<file path="config.mk">
export PLATFORM = sky130hd
export DESIGN_NAME = mio_bus_ctrl
export DESIGN_NICKNAME = d
export VERILOG_FILES = /design/src/rtl/mio_pkg.sv /design/src/rtl/mio_counter.sv /design/src/rtl/mio_bus_ctrl.sv
export SDC_FILE = /design/constraint.sdc
export NUM_CORES = 1
export LEC_CHECK = 0
export CORE_MARGIN = 3
export CORE_UTILIZATION = 45
export DETAILED_ROUTE_END_ITERATION = 8
export PLACE_DENSITY = 0.81
export SYNTH_ARGS = -nofsm -noshare
export SYNTH_HDL_FRONTEND = slang
export SYNTH_SLANG_ARGS = --single-unit
</file>
<file path="constraint.sdc">
create_clock -name clk -period 2.2 [get_ports clk]
set_input_delay 0.44 -clock clk [delete_from_list [all_inputs] [get_ports clk]]
set_output_delay 0.44 -clock clk [all_outputs]
set_load 0.01 [all_outputs]
</file>
<file path="src/rtl/mio_pkg.sv">
`default_nettype none
// ============================================================================
//  Module   : mio_pkg
//  Brief    : Shared types and constants for the MIO bus controller:
//             FSM state encoding, address-region decode constants and the
//             default RAM wait-state count.
//  Revision : 1.0  initial release
// ============================================================================
package mio_pkg;

  // Default number of extra RAM wait cycles.
  localparam int unsigned c_RAM_WAIT_DEFAULT = 0;

  // Values of addr_bus[31:28] selecting each region.
  localparam logic [3:0] c_REGION_RAM = 4'h0;
  localparam logic [3:0] c_REGION_LED = 4'hE;
  localparam logic [3:0] c_REGION_IO  = 4'hF;

  // Bus FSM states.
  typedef enum logic [1:0] {
    ST_IDLE    = 2'd0,
    ST_RAM_ACC = 2'd1,
    ST_RESP    = 2'd2
  } state_t;

  // Decoded target of an access.
  typedef enum logic [2:0] {
    RGN_RAM     = 3'd0,
    RGN_LED     = 3'd1,
    RGN_INPORT  = 3'd2,
    RGN_COUNTER = 3'd3,
    RGN_NONE    = 3'd4
  } region_t;

  // Map the top address nibble (and addr[2] inside the IO page) to a region.
  function automatic region_t mio_decode(input logic [3:0] top, input logic io_sel);
    region_t r;
    r = RGN_NONE;
    case (top)
      c_REGION_RAM: r = RGN_RAM;
      c_REGION_LED: r = RGN_LED;
      c_REGION_IO:  r = io_sel ? RGN_COUNTER : RGN_INPORT;
      default:      r = RGN_NONE;
    endcase
    return r;
  endfunction

endpackage
`default_nettype wire

</file>
<file path="src/rtl/mio_counter.sv">
`default_nettype none
// ============================================================================
//  Module   : mio_counter
//  Brief    : Free-running 32-bit cycle counter, wraps 0xFFFFFFFF -> 0.
//  Revision : 1.0  initial release
// ============================================================================
module mio_counter (
  input  logic        clk,
  input  logic        reset,
  output logic [31:0] count_o
);

  logic [31:0] count_q;

  // Increment every cycle; natural 32-bit overflow provides the wrap.
  always_ff @(posedge clk) begin
    if (reset) begin
      count_q <= '0;
    end else begin
      count_q <= count_q + 32'd1;
    end
  end

  assign count_o = count_q;

endmodule
`default_nettype wire

</file>
<file path="src/rtl/mio_bus_ctrl.sv">
`default_nettype none
// ============================================================================
//  Module   : mio_bus_ctrl
//  Brief    : CPU memory/IO bus controller. Routes single CPU accesses to a
//             sync-read block RAM, an LED register, a switch/button input
//             port or a free-running cycle counter, and returns a one-cycle
//             MIO_ready pulse on completion.
//  Revision : 1.0  initial release
// ============================================================================
module mio_bus_ctrl
  import mio_pkg::*;
#(
  parameter int unsigned RAM_WAIT = c_RAM_WAIT_DEFAULT
) (
  input  logic        clk,
  input  logic        reset,
  input  logic        MemRead,
  input  logic        MemWrite,
  input  logic        CPU_MIO,
  input  logic [31:0] addr_bus,
  input  logic [31:0] Data_in,
  output logic [31:0] Data_out,
  output logic        MIO_ready,
  output logic [9:0]  ram_addr,
  output logic        ram_we,
  output logic [31:0] ram_din,
  input  logic [31:0] ram_dout,
  output logic [15:0] led_out,
  input  logic [15:0] sw_in,
  input  logic [4:0]  btn_in
);

  localparam logic [2:0] c_WAIT_LAST = 3'(RAM_WAIT);

  state_t      state_q, state_d;
  logic [2:0]  wait_q, wait_d;
  logic [31:0] addr_q;
  logic [31:0] data_q;
  logic        we_q;
  logic [31:0] data_out_q;
  logic [15:0] led_q;

  logic        w_req;
  logic        w_accept;
  logic        w_last;
  region_t     w_region;
  logic [31:0] w_count;
  logic [31:0] w_rd_data;
  logic        w_unused;

  mio_counter u_counter (
    .clk     (clk),
    .reset   (reset),
    .count_o (w_count)
  );

  assign w_req    = CPU_MIO & (MemRead | MemWrite);
  assign w_accept = (state_q == ST_IDLE) && w_req;
  assign w_last   = (wait_q == c_WAIT_LAST);
  assign w_region = mio_decode(addr_bus[31:28], addr_bus[2]);

  // Address bits that never influence decode or RAM word index.
  assign w_unused = ^{addr_bus[27:12], addr_bus[1:0], addr_q[31:12], addr_q[1:0]};

  // Non-RAM read data, sampled in the request cycle.
  always_comb begin
    w_rd_data = '0;
    case (w_region)
      RGN_LED:     w_rd_data = {16'b0, led_q};
      RGN_INPORT:  w_rd_data = {11'b0, btn_in, sw_in};
      RGN_COUNTER: w_rd_data = w_count;
      default:     w_rd_data = '0;
    endcase
  end

  // FSM state and wait-counter registers.
  always_ff @(posedge clk) begin
    if (reset) begin
      state_q <= ST_IDLE;
      wait_q  <= '0;
    end else begin
      state_q <= state_d;
      wait_q  <= wait_d;
    end
  end

  // Next-state logic: RAM accesses pass through RAM_ACC, all others go
  // straight to RESP; requests are only looked at in IDLE.
  always_comb begin
    state_d = state_q;
    wait_d  = wait_q;
    case (state_q)
      ST_IDLE: begin
        wait_d = '0;
        if (w_accept) begin
          state_d = (w_region == RGN_RAM) ? ST_RAM_ACC : ST_RESP;
        end
      end
      ST_RAM_ACC: begin
        if (w_last) begin
          state_d = ST_RESP;
        end else begin
          wait_d = wait_q + 3'd1;
        end
      end
      ST_RESP: state_d = ST_IDLE;
      default: state_d = ST_IDLE;
    endcase
  end

  // Request latches, LED register and read-data register.
  always_ff @(posedge clk) begin
    if (reset) begin
      addr_q     <= '0;
      data_q     <= '0;
      we_q       <= 1'b0;
      data_out_q <= '0;
      led_q      <= '0;
    end else begin
      if (w_accept) begin
        addr_q <= addr_bus;
        data_q <= Data_in;
        we_q   <= MemWrite;
        if (MemWrite) begin
          if (w_region == RGN_LED) begin
            led_q <= Data_in[15:0];
          end
        end else if (w_region != RGN_RAM) begin
          data_out_q <= w_rd_data;
        end
      end
      if ((state_q == ST_RAM_ACC) && w_last && !we_q) begin
        data_out_q <= ram_dout;
      end
    end
  end

  // In IDLE the RAM address follows the live bus so the sync-read RAM has
  // the word ready during the first RAM_ACC cycle; afterwards it is held.
  assign ram_addr  = (state_q == ST_IDLE) ? addr_bus[11:2] : addr_q[11:2];
  assign ram_we    = (state_q == ST_RAM_ACC) && we_q && (wait_q == 3'd0);
  assign ram_din   = data_q;
  assign MIO_ready = (state_q == ST_RESP);
  assign Data_out  = data_out_q;
  assign led_out   = led_q;

endmodule
`default_nettype wire
</file>
==> impl_metrics.env, run 1 <==
export IMPL_layout_overhead_on_the_synthesized_area_pct=52.1
export IMPL_run_status="finished clean"
export IMPL_cts_path_max_buffers=2
export IMPL_core_area_um2=12200
export IMPL_cts_tree="built"
export IMPL_setup_violations=0
export IMPL_std_cell_rows=40
export IMPL_yosysWarnings=0
export IMPL_finalPower_mw=6.25
export IMPL_routed_via_density=5.70
export IMPL_weighted_congestion_reported_at_the_end_of_routability_driven_placement=0.851
export IMPL_floorplan_initialDensity_pct=46.9
export IMPL_synthesis_area_um2=5730
export IMPL_clock_transition_at_the_registers_of_the_reported_paths_ns=0.06
export IMPL_fin_worst_skew_ns=0.00837
export IMPL_fillCellCount=940
export IMPL_cts_sink_count=128
export IMPL_irDropWorstVdd_v=0.000499
export IMPL_vias=6126
export IMPL_p_sw_share_pct=22.6
export IMPL_detail_route_drc_violations=0
export IMPL_max_stage_delay_ns=0.37
export IMPL_nNetsFinal=1015
export IMPL_dp_cells=1035
export IMPL_cts_htree_levels=4
export IMPL_synth_seq_area_share_pct=44.7
export IMPL_synthMuxAreaShare_pct=7.56
export IMPL_finalCriticalPeriod_ns=2.15
export IMPL_final_util_pct=71.3
export IMPL_rr_startpoint="u_counter.count_o[14]"
export IMPL_crit_cells=5
export IMPL_stdcell_count=1074
export IMPL_final_layout_size_suffix_gt1_share_pct=9.08
export IMPL_top_level_ports=214
export IMPL_grt_usage_pct=26.9
export IMPL_floorplan_die_width_um=119
export IMPL_min_delay_start="reset"
export IMPL_synth_compound_area_share_pct=14.9
export IMPL_detailedRoute_firstPassIterationCount=5
export IMPL_maximum_number_of_pins_on_one_net_before_global_route_repair=58
export IMPL_detailedRoute_firstIterationViolations=509
export IMPL_synth_top_family_by_area="simple AND/OR/NAND/NOR gates"
export IMPL_criticalPathCategory="reg -> out"
export IMPL_worstSetupStartpointType="flip-flop"
export IMPL_synth_cell_type_count=36
export IMPL_cts_inserted_buffers=17
export IMPL_drt_antenna_violating_nets=0
export IMPL_power_share_clock_pct=50.3
export IMPL_cp_endpoint="ram_addr[1]"
export IMPL_number_of_global_route_vias_before_repair=6030
export IMPL_timing_worst_slew_pin_value_ns=0.452
export IMPL_syn_nets=826
export IMPL_required_ns=1.76
export IMPL_clock_root_buffer="sky130_fd_sc_hd__clkbuf_16"
export IMPL_cell_chain_of_the_critical_path="nor2_4 -> buf_6 -> buf_12 -> mux2_2 -> dlygate4sd2_1"
export IMPL_share_comb_of_total_power_pct=11.0
export IMPL_internal_power_mw=4.84
export IMPL_critical_path_endpoint_type="output pin"
export IMPL_timing_rr_end="u_counter.count_o[20]"
export IMPL_netSwitchingPower_mw=1.42
export IMPL_slew_limit_headroom_pct=69.6
export IMPL_synthSimpleGateAreaFrac_pct=25.7
export IMPL_cp_buffers_inverters=3
export IMPL_grt_overflow=0
export IMPL_ys_flop_type="sky130_fd_sc_hd__dfxtp_1"
export IMPL_timing_final_crit_share_pct=97.7
export IMPL_per_cell_routed_wire_length_um=18.0
export IMPL_syn_avg_cell_area_um2=8.17
export IMPL_fmax_ghz=0.465
export IMPL_final_slew_violations=0
export IMPL_hp_class="in -> reg"
export IMPL_p_leak_nw=3.07
export IMPL_stdcell_area_um2=8710
export IMPL_syn_inst=701
export IMPL_unrepaired_setup_endpoints_after_global_routing="no"
export IMPL_timing_reg2reg_worst_path_depth=5
export IMPL_dp_final_hpwl_um=13600
export IMPL_power_density_nw_per_um2=718
export IMPL_critical_path_max_fanout=6
export IMPL_placement_cell_area_um2=7980
export IMPL_worstPathArrival_ns=1.71
export IMPL_r2r_slack_ns=0.14
export IMPL_die_h_um=119
export IMPL_cp_top_family="buffers and inverters"
export IMPL_critical_path_start="state_q[1]"
export IMPL_synthArstFlopShare_pct=0
export IMPL_grt_pass1_wl_um=30900
export IMPL_clock_insertion_delay_worst_skew_ns=0.42
export IMPL_ys_seq_elements=128
export IMPL_die_area_um2=14100
export IMPL_synth_adder_area_share_pct=0.655
export IMPL_hold_viol_final=0
export IMPL_antenna_found_initial=3
export IMPL_xor_xnor_portion_of_the_synthesized_cell_area_pct=1.99
export IMPL_route_final_wire_length_um=19300
export IMPL_hold_worst_slack_ns=0.449
export IMPL_cap_violations=0
export IMPL_synth_edff_count=0
export IMPL_io_port_bufs=195
export IMPL_seq_power_share_pct=38.6
export IMPL_critical_path_slowest_cell="sky130_fd_sc_hd__dfxtp_4"
[placed cells by master, fill, tap and decap left out, types with 9 or more instances in the layout]
master / Yosys / routed
sky130_fd_sc_hd__dfxtp_1: 128 / 126
sky130_fd_sc_hd__clkdlybuf4s50_1: 0 / 183
sky130_fd_sc_hd__mux2_2: 10 / 10
sky130_fd_sc_hd__buf_12: 0 / 9
sky130_fd_sc_hd__a21oi_1: 65 / 65
sky130_fd_sc_hd__mux2i_1: 32 / 32
sky130_fd_sc_hd__a31oi_1: 32 / 32
sky130_fd_sc_hd__clkbuf_16: 0 / 17
sky130_fd_sc_hd__nor2_1: 33 / 31
sky130_fd_sc_hd__xor2_1: 12 / 12
sky130_fd_sc_hd__o21ai_0: 9 / 9
sky130_fd_sc_hd__nand4_1: 25 / 25
sky130_fd_sc_hd__or4_1: 14 / 14
sky130_fd_sc_hd__o2111ai_1: 16 / 16
sky130_fd_sc_hd__nand3_1: 42 / 42
sky130_fd_sc_hd__o31ai_1: 12 / 12
sky130_fd_sc_hd__buf_4: 0 / 25
sky130_fd_sc_hd__nand2_1: 147 / 147
[power groups by stage]
stage	Clock, mW	Combinational [mW]	Sequential, mW
2_1_floorplan	0	0.250	2.47
3_3_place_gp	0	0.662	2.46
3_5_place_dp	0	0.673	2.46
4_1_cts	3.16	0.674	2.41
5_1_grt	3.27	0.736	2.42
6_report	3.15	0.691	2.41
[final cells by class]
type                            instances  area, um^2  area share [%]
Multi-Input combinational cell        507        2920            33.6
Sequential cell                       128        2570            29.5
Timing Repair Buffer                  229        2310            26.6
Clock buffer                           20         457            5.24
Tap cell                              168         210            2.41
Clock inverter                         12         205            2.36
Inverter                                7        26.3           0.302
Antenna cell                            3        7.51          0.0862
[kinds of logic after synthesis]
family,Yosys count
compound gates,141
xor+xnor,13
fa+ha+maj,3
buf+inv,66
flops,128
mux,42
simple gates,308
[Yosys cell counts (2+ instances only)]
cell / instances / area share [%]
sky130_fd_sc_hd__nand2_1: 147 / 9.6
sky130_fd_sc_hd__dfxtp_1: 128 / 45
sky130_fd_sc_hd__a21oi_1: 65 / 5.7
sky130_fd_sc_hd__clkbuf_1: 48 / 3.1
sky130_fd_sc_hd__nand3_1: 42 / 3.7
sky130_fd_sc_hd__nor2_1: 33 / 2.2
sky130_fd_sc_hd__a31oi_1: 32 / 3.5
sky130_fd_sc_hd__mux2i_1: 32 / 5.6
sky130_fd_sc_hd__nand4_1: 25 / 2.7
sky130_fd_sc_hd__o2111ai_1: 16 / 2.4
sky130_fd_sc_hd__or4_1: 14 / 1.8
sky130_fd_sc_hd__o31ai_1: 12 / 1.6
sky130_fd_sc_hd__xor2_1: 12 / 1.8
sky130_fd_sc_hd__mux2_2: 10 / 2.0
sky130_fd_sc_hd__o21ai_0: 9 / 0.79
sky130_fd_sc_hd__buf_1: 8 / 0.52
sky130_fd_sc_hd__and3_1: 7 / 0.76
sky130_fd_sc_hd__and4_1: 7 / 1.1
sky130_fd_sc_hd__inv_1: 7 / 0.46
sky130_fd_sc_hd__nor3b_1: 7 / 0.92
sky130_fd_sc_hd__and2_1: 5 / 0.55
sky130_fd_sc_hd__nor2b_1: 5 / 0.55
sky130_fd_sc_hd__nor3_1: 5 / 0.44
sky130_fd_sc_hd__o211ai_1: 5 / 0.66
sky130_fd_sc_hd__or3_1: 5 / 0.55
sky130_fd_sc_hd__ha_1: 3 / 0.66
sky130_fd_sc_hd__buf_2: 2 / 0.17
sky130_fd_sc_hd__o21a_1: 2 / 0.26
[flip-flops by register name, indices dropped and copies added (netlist names)]
register           cells
Data_out              32
ram_din               32
u_counter.count_o     32
led_out               16
addr_q                10
wait_q                 3
state_q                2
we_q                   1
[metrics by stage]
| step | setup TNS, ns | setup slack, ns |
|---|---|---|
| 6_report | 0 | 0.0499 |
| 5_1_grt | 0 | 0.00119 |
| 4_1_cts | 0 | 0.000815 |
| 3_5_place_dp | -0.382 | -0.0543 |
| 3_3_place_gp | -0.0396 | -0.0142 |
| 2_1_floorplan | 0 | 0.193 |
[what timing repair did]
action,CTS,global route
gates cloned,0,0
setup buffers,2,2
pin swaps,2,0
gates resized for setup,15,7
hold buffers,0,0
endpoints found under the setup margin,11,3
[metal layers]
| layer | track usage, % | up-vias | wire, um |
|---|---|---|---|
| met5 | 0 | - | 0 |
| met4 | 14.9 | 0 | 958 |
| met3 | 5.84 | 64 | 1190 |
| met2 | 44.9 | 248 | 9530 |
| met1 | 32.2 | 2920 | 7650 |
| li1 | - | 2894 | - |
[how the worst min path moves through the flow]
stage / to / cells after the start
after floorplan: u_counter.count_o[0] / 1
after global placement: addr_q[11] / 2
after detailed placement: ram_din[28] / 2
after CTS: led_out[12] / 2
after global routing: led_out[13] / 2
final: led_out[12] / 2
No activity file was read; power rests on OpenSTA's default activity.
==> run 2, diff against run 1 <==
Settings changed: SLEW_MARGIN from default to 10.
Clock period 2.2 ns to 2.4 ns, I/O delays scaled along.
==> run 2 against run 1 <==
  * Clock power is 22% lower
  * Worst hold slack gained 0.0045 ns
  * First-iteration DRC count is 22% higher
  * Cell area fell by 2.2%
  * Sequential power down 8%
  * Worst setup slack improved by 0.020 ns
  * Global-route usage decreased by 0.92 points
  * Clock-buffer cell count is 2 lower
  * Die area unchanged
==> impl_metrics.env, run 2 (synthesis results as in run 1) <==
export IMPL_run_status="finished clean"
export IMPL_cts_inserted_buffers=17
export IMPL_vias=6100
export IMPL_diodes=0
export IMPL_worstSetupStartpointType="flip-flop"
export IMPL_fin_worst_skew_ns=0.00852
export IMPL_detailedRoute_firstPassIterationCount=5
export IMPL_routed_via_density=5.72
export IMPL_grt_usage_pct=26.0
export IMPL_grt_pass1_wl_um=29900
export IMPL_layout_overhead_on_the_synthesized_area_pct=48.7
export IMPL_maximum_number_of_pins_on_one_net_before_global_route_repair=50
export IMPL_cts_sink_count=128
export IMPL_core_area_um2=12200
export IMPL_top_level_ports=214
export IMPL_cts_path_max_buffers=2
export IMPL_final_layout_size_suffix_gt1_share_pct=8.46
export IMPL_grt_overflow=0
export IMPL_die_area_um2=14100
export IMPL_per_cell_routed_wire_length_um=17.4
export IMPL_finalPower_mw=5.30
export IMPL_fmax_ghz=0.429
export IMPL_critical_path_max_fanout=9
export IMPL_final_slew_violations=0
export IMPL_die_h_um=119
export IMPL_min_delay_start="addr_q[11]"
export IMPL_min_delay_worst_endpoint="addr_q[11]"
export IMPL_cts_htree_levels=4
export IMPL_critical_path_slowest_cell="sky130_fd_sc_hd__clkdlybuf4s50_1"
export IMPL_irDropWorstVdd_v=0.000431
export IMPL_criticalPathCategory="reg -> out"
export IMPL_cap_violations=0
export IMPL_hold_worst_slack_ns=0.453
export IMPL_io_port_bufs=195
export IMPL_required_ns=1.92
export IMPL_hold_viol_final=0
export IMPL_nNetsFinal=1010
export IMPL_worstPathArrival_ns=1.85
export IMPL_drt_antenna_violating_nets=0
export IMPL_dp_final_hpwl_um=13600
export IMPL_floorplan_die_width_um=119
export IMPL_timing_final_crit_share_pct=97.1
export IMPL_clock_root_buffer="sky130_fd_sc_hd__clkbuf_16"
export IMPL_cts_tree="built"
export IMPL_setup_violations=0
export IMPL_timing_reg2reg_worst_path_depth=5
export IMPL_mostFrequentLayoutCell="sky130_fd_sc_hd__clkdlybuf4s50_1"
export IMPL_finalCriticalPeriod_ns=2.33
export IMPL_detail_route_drc_violations=0
export IMPL_timing_worst_slew_pin_value_ns=0.534
export IMPL_weighted_congestion_reported_at_the_end_of_routability_driven_placement=0.849
export IMPL_rr_startpoint="u_counter.count_o[10]"
export IMPL_critical_path_endpoint_type="output pin"
export IMPL_fin_tns_setup_ns=0
export IMPL_cts_hold_fix_buffers=0
export IMPL_power_density_nw_per_um2=622
export IMPL_detailedRoute_firstIterationViolations=619
export IMPL_placement_cell_area_um2=7920
export IMPL_final_util_pct=69.7
export IMPL_std_cell_rows=40
export IMPL_p_leak_nw=2.98
export IMPL_slew_limit_headroom_pct=64.4
export IMPL_max_stage_delay_ns=0.49
export IMPL_clock_transition_at_the_registers_of_the_reported_paths_ns=0.06
export IMPL_antenna_found_initial=0
export IMPL_route_final_wire_length_um=18600
export IMPL_unrepaired_setup_endpoints_after_global_routing="no"
export IMPL_clock_insertion_delay_worst_skew_ns=0.41
export IMPL_most_common_layout_cells="191 x sky130_fd_sc_hd__clkdlybuf4s50_1, 147 x sky130_fd_sc_hd__nand2_1, 128 x sky130_fd_sc_hd__dfxtp_1"
export IMPL_hp_class="reg -> reg"
export IMPL_whs_path_depth=2
export IMPL_r2r_slack_ns=0.25
export IMPL_cell_chain_of_the_critical_path="nor2_2 -> buf_6 -> mux2_2 -> clkdlybuf4s50_1"
export IMPL_stdcell_area_um2=8520
export IMPL_timing_rr_end="u_counter.count_o[23]"
export IMPL_floorplan_initialDensity_pct=46.9
export IMPL_number_of_global_route_vias_before_repair=5876
==> run 2: changes by cell type in the layout (fill, tap and decap cells not counted), moves of 2 or more <==
cell                              delta
sky130_fd_sc_hd__dlygate4sd2_1       -6
sky130_fd_sc_hd__dfxtp_1             +2
sky130_fd_sc_hd__diode_2             -3
sky130_fd_sc_hd__dlymetal6s2s_1      +3
sky130_fd_sc_hd__clkdlybuf4s50_1     +8
sky130_fd_sc_hd__buf_12              -5
sky130_fd_sc_hd__bufinv_16           -4
sky130_fd_sc_hd__clkdlybuf4s15_1     -5
sky130_fd_sc_hd__inv_6               +2
sky130_fd_sc_hd__clkinvlp_4          +4
==> run 2: area by class of cell <==
cell class                 instances  area (um^2)
clock buffer                      18          439
clock inverter                    14          133
fill                             973         3690
inverter                           7         26.3
multi-input combinational        507         2920
sequential                       128         2560
tap                              168          210
timing repair buffer             224         2230
==> run 2: worst max-delay path, delay by kind of cell (launching register included) <==
kind	cells	cell delay (ns)
buffers and inverters	2	0.65
flip-flops	1	0.33
multiplexers	1	0.34
AND/OR/NAND/NOR	1	0.12
==> run 2: where the power goes <==
group / total, mW / switching (mW) / internal [mW]
sequential: 2.21 / 0.0311 / 2.18
clock: 2.47 / 1.00 / 1.46
combinational: 0.619 / 0.279 / 0.340
total: 5.30 / 1.31 / 3.98
==> run 2: metrics by stage <==
step	setup slack, ns	cells
after detailed placement	0.0645	1033
after CTS	0.00934	1066
after floorplan	0.353	701
after global placement	0.112	1033
final	0.0698	1066
after global routing	0.00759	1066
==> run 2: worst max-delay path by stage <==
stage	from	end	cells past startpoint
finish	state_q[0]	ram_addr[1]	4
global route	state_q[0]	ram_addr[3]	4
CTS	state_q[0]	ram_addr[9]	4
detailed placement	addr_bus[29]	Data_out[18]	6
global placement	addr_bus[29]	Data_out[17]	6
floorplan	addr_bus[28]	Data_out[0]	7
==> run 2: routing by layer <==
layer	share of wire [%]	track usage, %
met3	7.4	5.98
met4	5.5	14.0
met1	38	31.4
met2	49	42.9
met5	0	0
==> run 2: repair_timing <==
action	4_1_cts	5_1_grt
setup buffers	1	0
endpoints found under the setup margin	1	10
pin swaps	1	0
gates resized for setup	0	5
endpoints found under the hold margin	0	0
